`src/rtl/pipeline_trace_buffer_pkg.sv`:
```
// Shared encodings for the pipeline trace buffer: capture FSM states and trigger modes.
package pipeline_trace_buffer_pkg;

   typedef enum logic [1:0] {
      ST_IDLE    = 2'd0,
      ST_ARMED   = 2'd1,
      ST_CAPTURE = 2'd2,
      ST_DONE    = 2'd3
   } trace_state_t;

   typedef enum logic [1:0] {
      TRIG_IMM    = 2'd0,
      TRIG_PC     = 2'd1,
      TRIG_EXT    = 2'd2,
      TRIG_PC_EXT = 2'd3
   } trig_mode_t;

endpackage

```
`src/rtl/pipeline_trace_buffer_ram.sv`:
```
// Simple dual-port sample store: synchronous write, registered read.
// A read and a write to the same entry in one cycle returns the old contents.
module trace_ram #(
   parameter int unsigned WIDTH  = 128,
   parameter int unsigned ADDR_W = 4
) (
   input  logic              clk,
   input  logic              rst_n,
   input  logic              we,
   input  logic [ADDR_W-1:0] waddr,
   input  logic [WIDTH-1:0]  wdata,
   input  logic [ADDR_W-1:0] raddr,
   output logic [WIDTH-1:0]  rdata
);

   localparam int unsigned DEPTH = 2 ** ADDR_W;

   logic [WIDTH-1:0] mem [DEPTH];
   logic [WIDTH-1:0] rdata_q;

   // Storage array is intentionally left unreset.
   always_ff @(posedge clk) begin
      if (we) begin
         mem[waddr] <= wdata;
      end
   end

   // Registered read port; clears on reset so the readout starts at zero.
   always_ff @(posedge clk or negedge rst_n) begin
      if (!rst_n) begin
         rdata_q <= '0;
      end else begin
         rdata_q <= mem[raddr];
      end
   end

   assign rdata = rdata_q;

endmodule

```
`src/rtl/pipeline_trace_buffer.sv`:
```
// Per-cycle trace capture beside the pipeline: circular buffer with pre-trigger
// history, selectable trigger, programmable post-trigger length and registered readout.
module pipeline_trace_buffer
   import pipeline_trace_buffer_pkg::*;
#(
   parameter int unsigned DATA_W = 32,
   parameter int unsigned NCH    = 4,
   parameter int unsigned ADDR_W = 4
) (
   input  logic                  clk,
   input  logic                  rst_n,
   input  logic                  arm,
   input  logic [1:0]            trig_mode,
   input  logic [DATA_W-1:0]     trig_pc,
   input  logic                  ext_trig,
   input  logic [ADDR_W:0]       post_count,
   input  logic                  sample_valid,
   input  logic [DATA_W-1:0]     pc,
   input  logic [NCH*DATA_W-1:0] sample,
   output logic [1:0]            state,
   output logic                  done,
   output logic [ADDR_W:0]       count,
   output logic [ADDR_W-1:0]     trig_index,
   input  logic [ADDR_W-1:0]     rd_addr,
   output logic [NCH*DATA_W-1:0] rd_data
);

   localparam int unsigned    SAMPLE_W = NCH * DATA_W;
   localparam logic [ADDR_W:0] CNT_ONE  = (ADDR_W + 1)'(1);
   localparam logic [ADDR_W:0] DEPTH_C  = {1'b1, {ADDR_W{1'b0}}};
   localparam logic [ADDR_W-1:0] PTR_ONE = ADDR_W'(1);

   trace_state_t      state_q, state_d;
   logic [ADDR_W-1:0] wptr_q, wptr_d;
   logic [ADDR_W:0]   count_q, count_d;
   logic [ADDR_W:0]   remaining_q, remaining_d;
   logic [ADDR_W-1:0] tptr_q, tptr_d;
   trig_mode_t        mode_q, mode_d;
   logic [DATA_W-1:0] trig_pc_q, trig_pc_d;
   logic [ADDR_W:0]   post_q, post_d;

   logic              we;
   logic              trig_hit;
   logic [ADDR_W:0]   post_clamped;
   logic [ADDR_W:0]   count_inc;
   logic [ADDR_W-1:0] oldest;
   logic [ADDR_W-1:0] rd_phys;

   // Post-trigger length must be at least one (the trigger sample) and at most
   // DEPTH, so post-trigger writes can never overwrite the trigger sample.
   always_comb begin
      post_clamped = post_count;
      if (post_count == '0) begin
         post_clamped = CNT_ONE;
      end else if (post_count > DEPTH_C) begin
         post_clamped = DEPTH_C;
      end
   end

   // Trigger condition for the current sample under the latched mode.
   always_comb begin
      trig_hit = 1'b0;
      unique case (mode_q)
         TRIG_IMM:    trig_hit = 1'b1;
         TRIG_PC:     trig_hit = (pc == trig_pc_q);
         TRIG_EXT:    trig_hit = ext_trig;
         TRIG_PC_EXT: trig_hit = (pc == trig_pc_q) && ext_trig;
         default:     trig_hit = 1'b0;
      endcase
   end

   assign count_inc = (count_q == DEPTH_C) ? count_q : count_q + CNT_ONE;

   // Capture FSM next-state: arm wins over any write or trigger in the same cycle.
   always_comb begin
      state_d     = state_q;
      wptr_d      = wptr_q;
      count_d     = count_q;
      remaining_d = remaining_q;
      tptr_d      = tptr_q;
      mode_d      = mode_q;
      trig_pc_d   = trig_pc_q;
      post_d      = post_q;
      we          = 1'b0;

      if (arm) begin
         state_d   = ST_ARMED;
         wptr_d    = '0;
         count_d   = '0;
         mode_d    = trig_mode_t'(trig_mode);
         trig_pc_d = trig_pc;
         post_d    = post_clamped;
      end else begin
         unique case (state_q)
            ST_ARMED: begin
               if (sample_valid) begin
                  we      = 1'b1;
                  wptr_d  = wptr_q + PTR_ONE;
                  count_d = count_inc;
                  if (trig_hit) begin
                     tptr_d = wptr_q;
                     if (post_q == CNT_ONE) begin
                        state_d = ST_DONE;
                     end else begin
                        remaining_d = post_q - CNT_ONE;
                        state_d     = ST_CAPTURE;
                     end
                  end
               end
            end
            ST_CAPTURE: begin
               if (sample_valid) begin
                  we          = 1'b1;
                  wptr_d      = wptr_q + PTR_ONE;
                  count_d     = count_inc;
                  remaining_d = remaining_q - CNT_ONE;
                  if (remaining_q == CNT_ONE) begin
                     state_d = ST_DONE;
                  end
               end
            end
            default: ;
         endcase
      end
   end

   // Control state registers.
   always_ff @(posedge clk or negedge rst_n) begin
      if (!rst_n) begin
         state_q     <= ST_IDLE;
         wptr_q      <= '0;
         count_q     <= '0;
         remaining_q <= '0;
         tptr_q      <= '0;
         mode_q      <= TRIG_IMM;
         trig_pc_q   <= '0;
         post_q      <= CNT_ONE;
      end else begin
         state_q     <= state_d;
         wptr_q      <= wptr_d;
         count_q     <= count_d;
         remaining_q <= remaining_d;
         tptr_q      <= tptr_d;
         mode_q      <= mode_d;
         trig_pc_q   <= trig_pc_d;
         post_q      <= post_d;
      end
   end

   // Once the buffer has filled, the next write slot holds the oldest entry.
   assign oldest     = count_q[ADDR_W] ? wptr_q : '0;
   assign trig_index = tptr_q - oldest;
   assign rd_phys    = oldest + rd_addr;

   assign state = state_q;
   assign done  = (state_q == ST_DONE);
   assign count = count_q;

   trace_ram #(
      .WIDTH  (SAMPLE_W),
      .ADDR_W (ADDR_W)
   ) u_ram (
      .clk   (clk),
      .rst_n (rst_n),
      .we    (we),
      .waddr (wptr_q),
      .wdata (sample),
      .raddr (rd_phys),
      .rdata (rd_data)
   );

endmodule
```
`config.mk`:
```
export PLATFORM = sky130hd
export DESIGN_NAME = pipeline_trace_buffer
export DESIGN_NICKNAME = d
export VERILOG_FILES = /design/src/rtl/pipeline_trace_buffer_pkg.sv /design/src/rtl/pipeline_trace_buffer_ram.sv /design/src/rtl/pipeline_trace_buffer.sv
export SDC_FILE = /design/constraint.sdc
export NUM_CORES = 2
export LEC_CHECK = 0
export BUFFER_PORTS_ARGS = -buffer_cell sky130_fd_sc_hd__buf_2
export CAP_MARGIN = 40
export CORE_ASPECT_RATIO = 0.8
export CORE_MARGIN = 2
export CORE_UTILIZATION = 60
export DETAILED_ROUTE_END_ITERATION = 6
export GPL_TIMING_DRIVEN = 0
export PLACE_DENSITY = 0.85
export SYNTH_ARGS = -nofsm -noshare
export SYNTH_HDL_FRONTEND = slang
export SYNTH_HIERARCHICAL = 1
export SYNTH_SLANG_ARGS = --single-unit
```
`constraint.sdc`:
```
create_clock -name clk -period 21.1 [get_ports clk]
set_input_delay 4.22 -clock clk [delete_from_list [all_inputs] [get_ports clk]]
set_output_delay 4.22 -clock clk [all_outputs]
set_load 0.05 [all_outputs]
```
==> results <==
- The worst setup path is launched from an input port.
- In the post-synthesis netlist, the biggest area contributors are edfxtp_1 74%, mux4_2 13%, dfrtp_1 5.6%.
- The number of sinks handled by clock tree synthesis is 2235.
- The number of antenna violations at the first check in global routing is 53.
- The post-cts gate resize count is 0.
- After synthesis, the most frequently instantiated cells are 2048 x edfxtp_1, 479 x mux4_2, 217 x a22oi_1.
- The total number of placement rows is 122.
- Between clock sinks in the finished design, the worst skew comes to between 0.05 and 0.06 ns.
- The detailed router finished its first iteration with around 8000 violations.
- For this configuration, the core starts out at a cell density of 0.604.
- The checks that failed: DRC.
- The remaining design rule violation count is 5.
- The fraction of registers with async set/reset is 0.0837.
- The number of fill cells in the layout is between 7000 and 8000.
- The max-slew violation total from the final report is 0.
- Across every metal layer, demand over resource in global routing totals 0.343.
- Post-CTS timing repair inserted 0 buffers for setup.
- After detailed routing, the average wire length per cell comes to between 30 and 40 µm.
- The path type of the worst min-delay path is reg2reg.
- The final count of negative-setup-slack endpoints is 0.
- Summed over all cells, the static leakage comes to roughly 32 nW.
- After routing, the total negative slack on setup checks comes to 0 ns.
- Counting distinct cell types in the post-synthesis netlist gives 47.
- The buffer levels on the longest clock path is 3.
- The via density per instance is a little over 7.
- The area growth from synthesis to layout is 16.1%.
- The mapped netlist covers roughly 83000 µm².
- The clock tree root buffer cell is clkbuf_16.
- The total via count after detailed routing is 45894.
- The sequential cell area fraction in the yosys report is 0.793.
- The first-pass GRT wire length is 338 mm.
- Hold timing on the final database bottoms out at a slack of about 0.50 ns.
- The average instance in the mapped netlist occupies between 20 and 25 µm².
- The global placer's final weighted congestion is between 0.7 and 0.8.
- Counting I/O delays and the setup requirement, the final critical path takes around 7.8 ns.
- For hold timing, the worst endpoint is mode_q[1].
- The highest clock frequency the design can meet is about 0.13 GHz.
- From left edge to right edge, the die measures between 400 and 500 µm.
- The height of the chip is about 340 µm.
- The number of antenna-violating nets in the routed design is 0.
- Detailed placement finished with a half-perimeter wire length of about 140 mm.
- The Yosys step of the flow raised 6 warnings.
- The clock latency reported for the late side of the worst-skew pair is roughly 0.85 ns.
- Entering global routing, the biggest net connects between 90 and 100 pins.
- The power per standard cell area is roughly 96 nW/µm².
- The worst-case headroom to the max-slew limit is 0.269.
- At the pin with the least slew margin, the transition time is approximately 1.1 ns.
- The sum of overflow across all layers after global routing is 0.
- Counting the buffers created by CTS gives 198.
- At the end of the flow, the number of nets in the layout was roughly 4600.
- The setup slack of the worst register-to-register path is between 15 and 20 ns.
- TritonCTS built the clock tree.
- The worst-case IR drop observed on VDD is 0.0000843 V.
- In this run, synthesis inferred 2048 flip-flops with an integrated enable.
- Among all flip-flop cells after synthesis, the most frequent one is edfxtp_1.
- The hold buffer count at CTS is 0.
- The tool flagged a number of max-cap violations equal to 0.
- In this run, synthesis produced a sequential element count of approximately 2200.
- The data arrival at the endpoint of the critical path is ~8.3 ns.
- The die area is between 100000 and 150000 µm².
- The flow ran to the end, but the final reports show violations.
- Of all cell types, the one taking the most synthesized area is edfxtp_1.
- The portion of synthesized cell area occupied by the leading cell type is 0.737.
- Clock-pin slew was measured on the worst setup and hold paths at ~0.060 ns.
- STA puts the critical path data required time at roughly 22 ns.
- The ratio of cells with drive above 1 in the final layout is 0.327.
- The worst setup path is captured at a flip-flop.
- The total nets after synthesis is 3882.
- The via count of the first global-routing pass was 45537.
- The hold violation count in the final report is 0.
- In this run the critical register-to-register path is captured at u_ram/rdata[122].
- Setup repair after global routing left no endpoint under its margin.
- The number of detailed-route iterations in the first pass is 6.
- The total wirelength of the detailed-routed design is between 200 and 250 mm.
- The depth of the worst hold-timing path is 1.
- The clock tree synthesis step divided the H-tree into 4 levels.
- In this run the critical register-to-register path is launched from wptr_q[1].
- Measured in cells, the most critical reg-to-reg path has a length of 13.
- Of the available clock period, the critical path in the final layout requires 0.367.
- Yosys instantiated no cell more often than edfxtp_1.
- The region available for standard cell placement spans ~140000 µm².
- During I/O placement, the number of pins put on the boundary was between 300 and 400.
- The launch instance of the worst min-delay path is mode_q[1].
- The largest fanout of any net on the critical path is 10.
- The worst setup path is of the in2reg kind.
- In this run the tool buffered the top-level ports with about 350 buffer cells.
- The synthesized netlist cell count is ~3700.
==> cell families (layout without fill, tap and decap cells) <==
family | Yosys count | in the layout | share of synthesized area
xor gates and xnor gates | 47 | 47 | 0.00494
muxes | 606 | 606 | 0.146
AOI/OAI and AO/OA | 306 | 306 | 0.0271
adders and majority gates | 18 | 18 | 0.00288
DFF | 2235 | 2235 | 0.793
buffers and inverters | 208 | 1103 | 0.0120
and+or+nand+nor | 236 | 236 | 0.0135
other | 0 | 42 | 0
==> sequential cells by signal, indices dropped and copies added, names as in the netlist <==
signal       flops
u_ram/mem     2048
u_ram/rdata    128
trig_pc_q       32
count            5
post_q           5
remaining_q      5
tptr_q           4
wptr_q           4
mode_q           2
state            2
==> critical path: stages <==
cell      delay (ns)
buf_2           0.13
clkbuf_1        0.24
clkbuf_1        0.33
nor3_1          0.71
or3b_2          0.64
nor3_2          0.50
buf_6           0.22
buf_6           0.14
buf_4           0.22
buf_4           0.26
buf_4           0.25
buf_6           0.21
buf_6           0.20
==> stage by stage <==
| step | util | cells | instance area (µm²) | setup slack, ns | power (W) |
|---|---|---|---|---|---|
| floorplan | - | 3656 | 83400 | 6.24 | 0.00545 |
| global placement | 0.633 | 5863 | 87500 | -4.45 | 0.00570 |
| detailed placement | 0.654 | 6036 | 90300 | 12.67 | 0.00572 |
| CTS | 0.700 | 6403 | 96700 | 13.54 | 0.00928 |
| global route | 0.701 | 6440 | 96800 | 13.34 | 0.00949 |
| finish | 0.701 | 6453 | 96900 | 13.35 | 0.00931 |
==> how the worst max path moves through the flow <==
stage	end	depth (start not counted)	start
detailed placement	u_ram/mem[0][48]	13	arm
floorplan	u_ram/mem[0][0]	5	arm
CTS	u_ram/mem[0][66]	13	arm
global route	u_ram/mem[0][67]	13	arm
global placement	u_ram/mem[4][48]	6	arm
finish	u_ram/mem[0][66]	13	arm
==> layout make-up <==
cell class	instances	area (µm²)	share of cell area
diodes	42	105	0.00108
plain buffers	185	917	0.00947
clock buffers	258	5320	0.0550
clock inverters	109	1000	0.0103
inverters	23	86.3	0.000891
multi-input cells	1213	16300	0.169
flip-flops and latches	2235	66200	0.683
well taps	1860	2330	0.0240
repair buffers	528	4600	0.0475
==> layer usage <==
metal	wire length, µm	track usage	vias up	part of all wire
li1	-	-	16856	-
met5	185	0	-	0.00074
met1	78900	0.444	23250	0.32
met2	120000	0.544	4783	0.48
met4	16900	0.196	30	0.068
met3	33100	0.0798	975	0.13
==> placed cells by master, fill, tap and decap left out, types with 22 or more instances in the layout <==
cell type / n
edfxtp_1: 2048
mux4_2: 479
buf_2: 380
a22oi_1: 217
clkbuf_16: 201
dfrtp_1: 186
clkbuf_1: 132
nand2_1: 115
mux2_2: 98
buf_4: 88
buf_12: 56
clkinv_2: 44
buf_6: 44
diode_2: 42
xor2_1: 40
clkinv_1: 36
nor2b_1: 30
buf_16: 30
o21ai_0: 29
mux2i_1: 29
buf_1: 25
inv_1: 23
nor2_1: 22
o221ai_1: 22
==> power breakdown <==
part	internal [W]	switching (W)
Sequential	0.00493	0.0000519
Combinational	0.000221	0.000467
Clock	0.00195	0.00169
Power figures use the tool's default switching activity.
